<file path="config.mk">
export PLATFORM = sky130hd
export DESIGN_NAME = datapath_mem_responder_flat
export DESIGN_NICKNAME = d
export VERILOG_FILES = /design/src/rtl/datapath_mem_responder_if.sv /design/src/rtl/datapath_mem_responder.sv /design/src/flat_wrapper.sv
export SDC_FILE = /design/constraint.sdc
export NUM_CORES = 1
export LEC_CHECK = 0
export CAP_MARGIN = 40
export CORE_UTILIZATION = 41
export CTS_CLUSTER_DIAMETER = 80
export CTS_CLUSTER_SIZE = 28
export DETAILED_ROUTE_END_ITERATION = 6
export GPL_TIMING_DRIVEN = 0
export PLACE_DENSITY = 0.77
export SLEW_MARGIN = 25
export SYNTH_ARGS = -nofsm -noshare
export SYNTH_HDL_FRONTEND = slang
export SYNTH_SLANG_ARGS = --single-unit
</file>
<file path="constraint.sdc">
create_clock -name CLK -period 5.2 [get_ports CLK]
set_clock_uncertainty 0.2 [all_clocks]
set_input_delay 0.52 -clock CLK [delete_from_list [all_inputs] [get_ports CLK]]
set_output_delay 0.52 -clock CLK [all_outputs]
set_load 0.05 [all_outputs]
</file>
<file path="src/rtl/datapath_mem_responder_if.sv">
// Datapath <-> memory responder bus, including the RAM side.
// master: datapath/RAM-model end; slave: the responder.
interface datapath_mem_responder_if;
    logic        imemREN;
    logic [31:0] imemaddr;
    logic        dmemREN;
    logic        dmemWEN;
    logic [31:0] dmemaddr;
    logic [31:0] dmemstore;
    logic        ihit;
    logic        dhit;
    logic [31:0] imemload;
    logic [31:0] dmemload;
    logic        ram_ren;
    logic        ram_wen;
    logic [31:0] ram_addr;
    logic [31:0] ram_wdata;
    logic [31:0] ram_rdata;
    logic        ram_ack;
    logic        mem_err;

    modport slave (
        input  imemREN, imemaddr, dmemREN, dmemWEN, dmemaddr, dmemstore, ram_rdata, ram_ack,
        output ihit, dhit, imemload, dmemload, ram_ren, ram_wen, ram_addr, ram_wdata, mem_err
    );
    modport master (
        output imemREN, imemaddr, dmemREN, dmemWEN, dmemaddr, dmemstore, ram_rdata, ram_ack,
        input  ihit, dhit, imemload, dmemload, ram_ren, ram_wen, ram_addr, ram_wdata, mem_err
    );
endinterface

</file>
<file path="src/rtl/datapath_mem_responder.sv">
// Serves datapath fetch/load/store requests from a single-ported word RAM, with a hung-access watchdog.
// Optional IBUF_EN macro adds a one-entry instruction buffer in front of the RAM.
module datapath_mem_responder #(
    parameter int TIMEOUT = 64,
    parameter int CNT_W   = 7
) (
    input logic CLK,
    input logic RST,
    datapath_mem_responder_if.slave bus
);
    typedef enum logic [1:0] {IDLE, DACC, IACC, RESP} state_t;

    state_t             state;
    logic [CNT_W-1:0]   wd;
    logic [31:0]        lat_addr;
    logic [31:0]        lat_wdata;
    logic               lat_w;
    logic               lat_i;
    logic [31:0]        imemload_q;
    logic [31:0]        dmemload_q;
    logic               mem_err_q;
    logic               d_req;
    logic               ibuf_hit;
    logic               ren, wen;
    logic [31:0]        addr, wdata;

`ifdef IBUF_EN
    logic               ibuf_vld;
    logic [29:0]        ibuf_tag;
    logic [31:0]        ibuf_word;
    assign ibuf_hit = ibuf_vld && (bus.imemaddr[31:2] == ibuf_tag);
`else
    assign ibuf_hit = 1'b0;
`endif

    assign d_req = bus.dmemREN | bus.dmemWEN;

    // Issue is combinational in IDLE so the RAM sees the request in the same cycle.
    always_comb begin
        ren   = 1'b0;
        wen   = 1'b0;
        addr  = 32'h0;
        wdata = 32'h0;
        case (state)
            IDLE: if (!RST) begin
                if (d_req) begin
                    wen   = bus.dmemWEN;
                    ren   = ~bus.dmemWEN;
                    addr  = {bus.dmemaddr[31:2], 2'b00};
                    wdata = bus.dmemWEN ? bus.dmemstore : 32'h0;
                end else if (bus.imemREN && !ibuf_hit) begin
                    ren  = 1'b1;
                    addr = {bus.imemaddr[31:2], 2'b00};
                end
            end
            DACC, IACC: begin
                ren   = ~lat_w;
                wen   = lat_w;
                addr  = {lat_addr[31:2], 2'b00};
                wdata = lat_w ? lat_wdata : 32'h0;
            end
            default: ;
        endcase
    end

    always_ff @(posedge CLK or posedge RST) begin
        if (RST) begin
            state      <= IDLE;
            wd         <= '0;
            lat_addr   <= 32'h0;
            lat_wdata  <= 32'h0;
            lat_w      <= 1'b0;
            lat_i      <= 1'b0;
            imemload_q <= 32'h0;
            dmemload_q <= 32'h0;
            mem_err_q  <= 1'b0;
`ifdef IBUF_EN
            ibuf_vld   <= 1'b0;
            ibuf_tag   <= 30'h0;
            ibuf_word  <= 32'h0;
`endif
        end else begin
            case (state)
                IDLE: begin
                    if (d_req) begin
                        lat_addr  <= bus.dmemaddr;
                        lat_wdata <= bus.dmemstore;
                        lat_w     <= bus.dmemWEN;
                        lat_i     <= 1'b0;
                        wd        <= CNT_W'(1);
                        state     <= DACC;
`ifdef IBUF_EN
                        if (bus.dmemWEN && bus.dmemaddr[31:2] == ibuf_tag)
                            ibuf_vld <= 1'b0;
`endif
                    end else if (bus.imemREN) begin
                        lat_addr <= bus.imemaddr;
                        lat_w    <= 1'b0;
                        lat_i    <= 1'b1;
                        if (ibuf_hit) begin
`ifdef IBUF_EN
                            imemload_q <= ibuf_word;
`endif
                            state <= RESP;
                        end else begin
                            wd    <= CNT_W'(1);
                            state <= IACC;
                        end
                    end
                end
                DACC, IACC: begin
                    if (bus.ram_ack) begin
                        if (state == IACC) begin
                            imemload_q <= bus.ram_rdata;
`ifdef IBUF_EN
                            ibuf_vld  <= 1'b1;
                            ibuf_tag  <= lat_addr[31:2];
                            ibuf_word <= bus.ram_rdata;
`endif
                        end else if (!lat_w) begin
                            dmemload_q <= bus.ram_rdata;
                        end
                        wd    <= '0;
                        state <= RESP;
                    end else if (wd == CNT_W'(TIMEOUT - 1)) begin
                        // wd counts the issue cycle, so strobes drop TIMEOUT cycles after issue
                        mem_err_q <= 1'b1;
                        wd        <= '0;
                        state     <= IDLE;
                    end else begin
                        wd <= wd + CNT_W'(1);
                    end
                end
                default: state <= IDLE;
            endcase
        end
    end

    // A hit is only reported if the datapath still wants exactly what was fetched.
    assign bus.ihit = (state == RESP) && lat_i && bus.imemREN && (bus.imemaddr == lat_addr);
    assign bus.dhit = (state == RESP) && !lat_i && (bus.dmemaddr == lat_addr) &&
                      (lat_w ? bus.dmemWEN : (bus.dmemREN && !bus.dmemWEN));

    assign bus.ram_ren   = ren;
    assign bus.ram_wen   = wen;
    assign bus.ram_addr  = addr;
    assign bus.ram_wdata = wdata;
    assign bus.imemload  = imemload_q;
    assign bus.dmemload  = dmemload_q;
    assign bus.mem_err   = mem_err_q;
endmodule

</file>
<file path="src/flat_wrapper.sv">
// flat-port wrapper written by rule: the top's interface ports become plain ports
module datapath_mem_responder_flat 
#(
    parameter int TIMEOUT = 64,
    parameter int CNT_W   = 7
)
  (CLK, RST, bus_imemREN, bus_imemaddr, bus_dmemREN, bus_dmemWEN, bus_dmemaddr, bus_dmemstore, bus_ram_rdata, bus_ram_ack, bus_ihit, bus_dhit, bus_imemload, bus_dmemload, bus_ram_ren, bus_ram_wen, bus_ram_addr, bus_ram_wdata, bus_mem_err);
  datapath_mem_responder_if bus_i ();
  input logic CLK;
  input logic RST;
  input wire logic [$bits(bus_i.imemREN)-1:0] bus_imemREN;
  input wire logic [$bits(bus_i.imemaddr)-1:0] bus_imemaddr;
  input wire logic [$bits(bus_i.dmemREN)-1:0] bus_dmemREN;
  input wire logic [$bits(bus_i.dmemWEN)-1:0] bus_dmemWEN;
  input wire logic [$bits(bus_i.dmemaddr)-1:0] bus_dmemaddr;
  input wire logic [$bits(bus_i.dmemstore)-1:0] bus_dmemstore;
  input wire logic [$bits(bus_i.ram_rdata)-1:0] bus_ram_rdata;
  input wire logic [$bits(bus_i.ram_ack)-1:0] bus_ram_ack;
  output wire logic [$bits(bus_i.ihit)-1:0] bus_ihit;
  output wire logic [$bits(bus_i.dhit)-1:0] bus_dhit;
  output wire logic [$bits(bus_i.imemload)-1:0] bus_imemload;
  output wire logic [$bits(bus_i.dmemload)-1:0] bus_dmemload;
  output wire logic [$bits(bus_i.ram_ren)-1:0] bus_ram_ren;
  output wire logic [$bits(bus_i.ram_wen)-1:0] bus_ram_wen;
  output wire logic [$bits(bus_i.ram_addr)-1:0] bus_ram_addr;
  output wire logic [$bits(bus_i.ram_wdata)-1:0] bus_ram_wdata;
  output wire logic [$bits(bus_i.mem_err)-1:0] bus_mem_err;
  assign bus_i.imemREN = bus_imemREN;
  assign bus_i.imemaddr = bus_imemaddr;
  assign bus_i.dmemREN = bus_dmemREN;
  assign bus_i.dmemWEN = bus_dmemWEN;
  assign bus_i.dmemaddr = bus_dmemaddr;
  assign bus_i.dmemstore = bus_dmemstore;
  assign bus_i.ram_rdata = bus_ram_rdata;
  assign bus_i.ram_ack = bus_ram_ack;
  assign bus_ihit = bus_i.ihit;
  assign bus_dhit = bus_i.dhit;
  assign bus_imemload = bus_i.imemload;
  assign bus_dmemload = bus_i.dmemload;
  assign bus_ram_ren = bus_i.ram_ren;
  assign bus_ram_wen = bus_i.ram_wen;
  assign bus_ram_addr = bus_i.ram_addr;
  assign bus_ram_wdata = bus_i.ram_wdata;
  assign bus_mem_err = bus_i.mem_err;
  datapath_mem_responder #(.TIMEOUT(TIMEOUT), .CNT_W(CNT_W)) u_core (.CLK(CLK), .RST(RST), .bus(bus_i));
endmodule
</file>
# == Yosys cells after proc, flatten, opt, wreduce, memory -nomap -nowiden ==
# Index checks and enable logic that the tools add are counted.
# word_totals
input_bits,134
ff_bits,140
elab_cells,76
memories,0
mem_bits_rw,0
output_inout_bits,133
latch_bits,0
romBits,0
# classes
div_mod_pow,0
n_eq_ne,8
reduce_logical,20
add_sub_neg,1
bitwise_logic,5
n_shift,0
mul,0
mux,33
n_lt_le_gt_ge,0
# op_table
operator,count
two-way mux 32 bit,9
case mux 32 bit (2 select lines),2
== test 32 bit,2
two-way mux 7 bit,4
case mux 7 bit (2 select lines),1
two-way mux 1 bit,10
two-way mux 2 bit,4
AND reduction 2 bit,4
adder 7 x 1 -> 7 bit (second input constant),1
== test 7 x 6 -> 1 bit (second input constant),1
logical AND 1 bit,7
inequality test 3 x 2 -> 1 bit (second input constant),2
AND reduction 3 bit,2
== test 2 bit (second input constant),2
inverter 1 bit,4
case mux 1 bit (2 select lines),2
case mux 2 bit (2 select lines),1
AND reduction 4 bit,1
nonzero test 2 bit,2
== test 2 x 1 -> 1 bit (second input constant),1
zero test 1 bit,2
zero test 2 bit,1
OR reduction 2 bit,1
OR 1 bit,1

# == Longest topological paths before layout ==
# depth
depth_word,4
ltp_mapped,8
ltp_nobuf,6

# == Worst setup path after synthesis ==
# Ideal clock, no wire load.
# synth_path
kind,input -> output
startpoint,input port RST
endpoint,output port bus_ram_wdata[10]
stages,6
path_buffers,2
setup_slack_ns,-0.586
required_time_ns,4.480
arrival_ns,5.066
path_cell_list,inv_1 -> and3_1 -> clkbuf_1 -> buf_2 -> a22oi_1 -> nor2_1
# synth_between
elab_chain_len,2
# synth_lines
item,line,rtl
from (decl),flat_wrapper.sv:10,input logic RST;
two-way mux 32 bit,datapath_mem_responder.sv:45,IDLE: if (!RST) begin
case mux 32 bit (2 select lines),datapath_mem_responder.sv:44,case (state)
to (decl),flat_wrapper.sv:26,output wire logic [$bits(bus_i.ram_wdata)-1:0] bus_ram_wdata;
# No other way between the ends.

# == Worst setup path after layout ==
# layout_path
startpoint,input port RST
endpoint,output port bus_ram_wdata[24]
# Same word-level chain as after synthesis.

==> impl_metrics.toml <==
[pwr]
powerDensity_nw_per_um2 = 763.0
total_power_mw = 8.567
ir_drop_uv = 498.6
leakagePower_nw = 4.671

[finish]
area_growth_pct = 49.00
diodes = 0
multi_input_area_um2 = 3770
n_fill_cell = 1489
fin_area_um2 = 11230
fin_util = 0.6250
drive_gt1_frac = 0.2073
num-nets-final = 1086
regArea_um2 = 3503

[critical_path]
slowest_stage = "clkdlybuf4s50_1"
path_class = "in2out"
path_common_cell = "clkdlybuf4s50_1"
worstPathMaxFanout = 23
start_kind = "primary input"
crit_family = "buffers and inverters"
critical_path.max_stage_delay_ps = 830
cp-end-kind = "output port"
cp.required_ps = 4480
arrival_ps = 3310
cp_cell_sequence = "clkdlybuf4s50_1, clkinvlp_4, buf_12, and3_1, clkbuf_1, buf_2, a22oi_1, nor2_1, clkdlybuf4s50_1"
cp_num_buf_inv = 6

[synth]
synth_top_area_share = 0.4650
syn-cell-area_um2 = 7535
synth-main-ff-cell = "dfrtp_1"
ys_ff_latch = 140
syn-instance-count = 658
ys_seq_area_frac = 0.4650
synth_cell_types = 43
ys_top_cells_by_area = "dfrtp_1 (46%), mux2_2 (14%), a2bb2oi_2 (6.0%), xor2_1 (4.9%), mux2i_1 (4.3%)"
yosysMostFrequentCell = "dfrtp_1"
synth_edf_count = 0
yosysWarnings = 0
avgSynthCellArea_um2 = 11.45
ys_top_cells_by_count = "dfrtp_1 (140), mux2_2 (97), nor2_1 (73)"
async_flop_share = 1.000
yosysTopAreaCell = "dfrtp_1"

[floorplan]
core_area_um2 = 17960
start_util = 0.4194
die_h_um = 137.6
dieWidth_um = 137.6
fp.dieArea_um2 = 18920
placement_rows = 49
ios = 267

[clock_network]
cts_tree = "done"
cts_inserted_buffers = 17
clockRootBuffer = "clkbuf_16"
post-cts-setup-buffers = 0
htree_levels = 4
worstSkewPairLatency_ps = 420
path_clk_slew_ps = 60
clock_path_buffers = 2
cts_resized = 0
ctsHoldBuffers = 0
cts.sinks = 140

[timing]
maxSlewViolCount = 0
worst_pin_slew_ps = 713.1
rsz0062_at_grt = "no"
period_minus_slack_ps = 4030
max-slew-margin-rel = 0.5246
setup_violations = 0
post-route-period-util = 0.7750
hold_viol = 0
setup_tns_ps = 0
clock.fmax_ghz = 0.2481
setup_ws_ps = 1170

[placed_design]
gp_congestion = 0.8628
placed_cell_area_um2 = 10600
io_buffer_count = 263
dp.final_hpwl_mm = 17.05
pre_cts_ws_ps = 1094

[drt]
remaining_drc_errors = 0
drt_iter0_drc = 269
totalWireLength_mm = 22.35
drtPass1Iterations = 4
wl_per_cell_um = 18.80
ant_nets = 0
vias_per_cell = 5.172
via_count = 6150

[global_routing]
grt_max_degree = 31
antenna_found_initial = 0
grt_overflow = 0
track_usage = 0.2426
grt_pass1_vias = 6412
grt_pass1_wl_mm = 34.34

[status]
outcome = "finished clean"

[run]
maxCapViolations = 0

[hold_path]
hold_path.class = "in2async"
## flip-flops by register name (all words and copies together), names as in the netlist
name and cells:
u_core.lat_i 1, u_core.bus.dmemload 32, u_core.lat_wdata 32, u_core.bus.imemload 32, u_core.lat_w 1, u_core.wd 7
u_core.lat_addr 32, u_core.state 2, u_core.bus.mem_err 1
## kinds of logic after synthesis
family / count (synthesis) / synth area share
compound gates: 109 / 0.1292
xor+xnor: 68 / 0.07904
fa+ha+maj: 5 / 0.008303
buf+inv: 51 / 0.03520
flops: 140 / 0.4650
mux: 130 / 0.1890
other cells: 1 / 0.0004977
simple gates: 154 / 0.09382
## worst register-to-register path, delay by kind of cell, from the launching register on
kind	cells	cell delay, ps
buffers and inverters	3	610
AND/OR/NAND/NOR	2	510
flip-flops	1	410
multiplexers	1	370
adder cells (fa/ha/maj)	1	260
## layer usage
layer / track usage / up-vias / share of wire
met1: 0.2978 / 2967 / 0.42
met4: 0.06960 / 0 / 0.014
met5: 0 / - / 0
met2: 0.3925 / 247 / 0.47
met3: 0.09529 / 28 / 0.099
li1: - / 2908 / -
## through the flow
| stage | hold WS, ps | instances |
|---|---|---|
| detailed placement | 254.7 | 1157 |
| global placement | 255.8 | 1151 |
| floorplan | 280.2 | 659 |
| finish | 233.7 | 1189 |
| CTS | 222.4 | 1189 |
| global route | 266.7 | 1189 |
## path summary, 6_finish.rpt
check | startpoint | to | slack, ps | cells past startpoint
hold / removal | RST | u_core.bus.dmemload[24] | 230 | 2
min in group CLK | u_core.bus.mem_err | u_core.bus.mem_err | 270 | 1
hold reg to reg | u_core.bus.mem_err | u_core.bus.mem_err | 270 | 1
max in group asynchronous | RST | u_core.lat_addr[21] | 3780 | 5
setup reg to reg | u_core.state[1] | u_core.bus.dmemload[30] | 2720 | 7
setup / recovery | RST | bus_ram_wdata[24] | 1170 | 9
## cells in the final DEF (no fill, tap or decap), drive strengths merged, types with 2 or more instances in the layout
master | synthesis | layout
dfrtp | 140 | 140
nor4 | 11 | 11
clkbuf | 16 | 35
bufinv | 0 | 4
nand4 | 8 | 8
a21o | 2 | 2
a21boi | 3 | 3
a2bb2oi | 31 | 31
a21oi | 2 | 2
nand3 | 4 | 4
o21ai | 35 | 35
inv | 6 | 7
xnor2 | 26 | 26
a22oi | 32 | 32
nand2 | 43 | 43
clkinvlp | 0 | 2
clkdlybuf4s50 | 0 | 263
ha | 5 | 5
mux2 | 98 | 98
nor3 | 4 | 4
xor2 | 42 | 42
nor2 | 74 | 74
mux2i | 32 | 32
conb | 1 | 2
buf | 29 | 35
clkinv | 0 | 6
## layout make-up
type / instances / share of cell area
clock buffer: 19 / 0.03856
timing repair buffer: 269 / 0.2472
buffer: 45 / 0.02162
sequential: 140 / 0.3120
tap: 229 / 0.02552
multi-input combinational: 468 / 0.3358
inverter: 6 / 0.002340
clock inverter: 13 / 0.01694
## power by group
part / internal [mW] / switching, mW / total (mW)
clock network: 0.807 / 0.489 / 1.30
registers: 1.62 / 0.406 / 2.03
logic: 1.95 / 3.29 / 5.24
total: 4.38 / 4.19 / 8.57
Note: power is estimated with default switching activity, not from simulation.
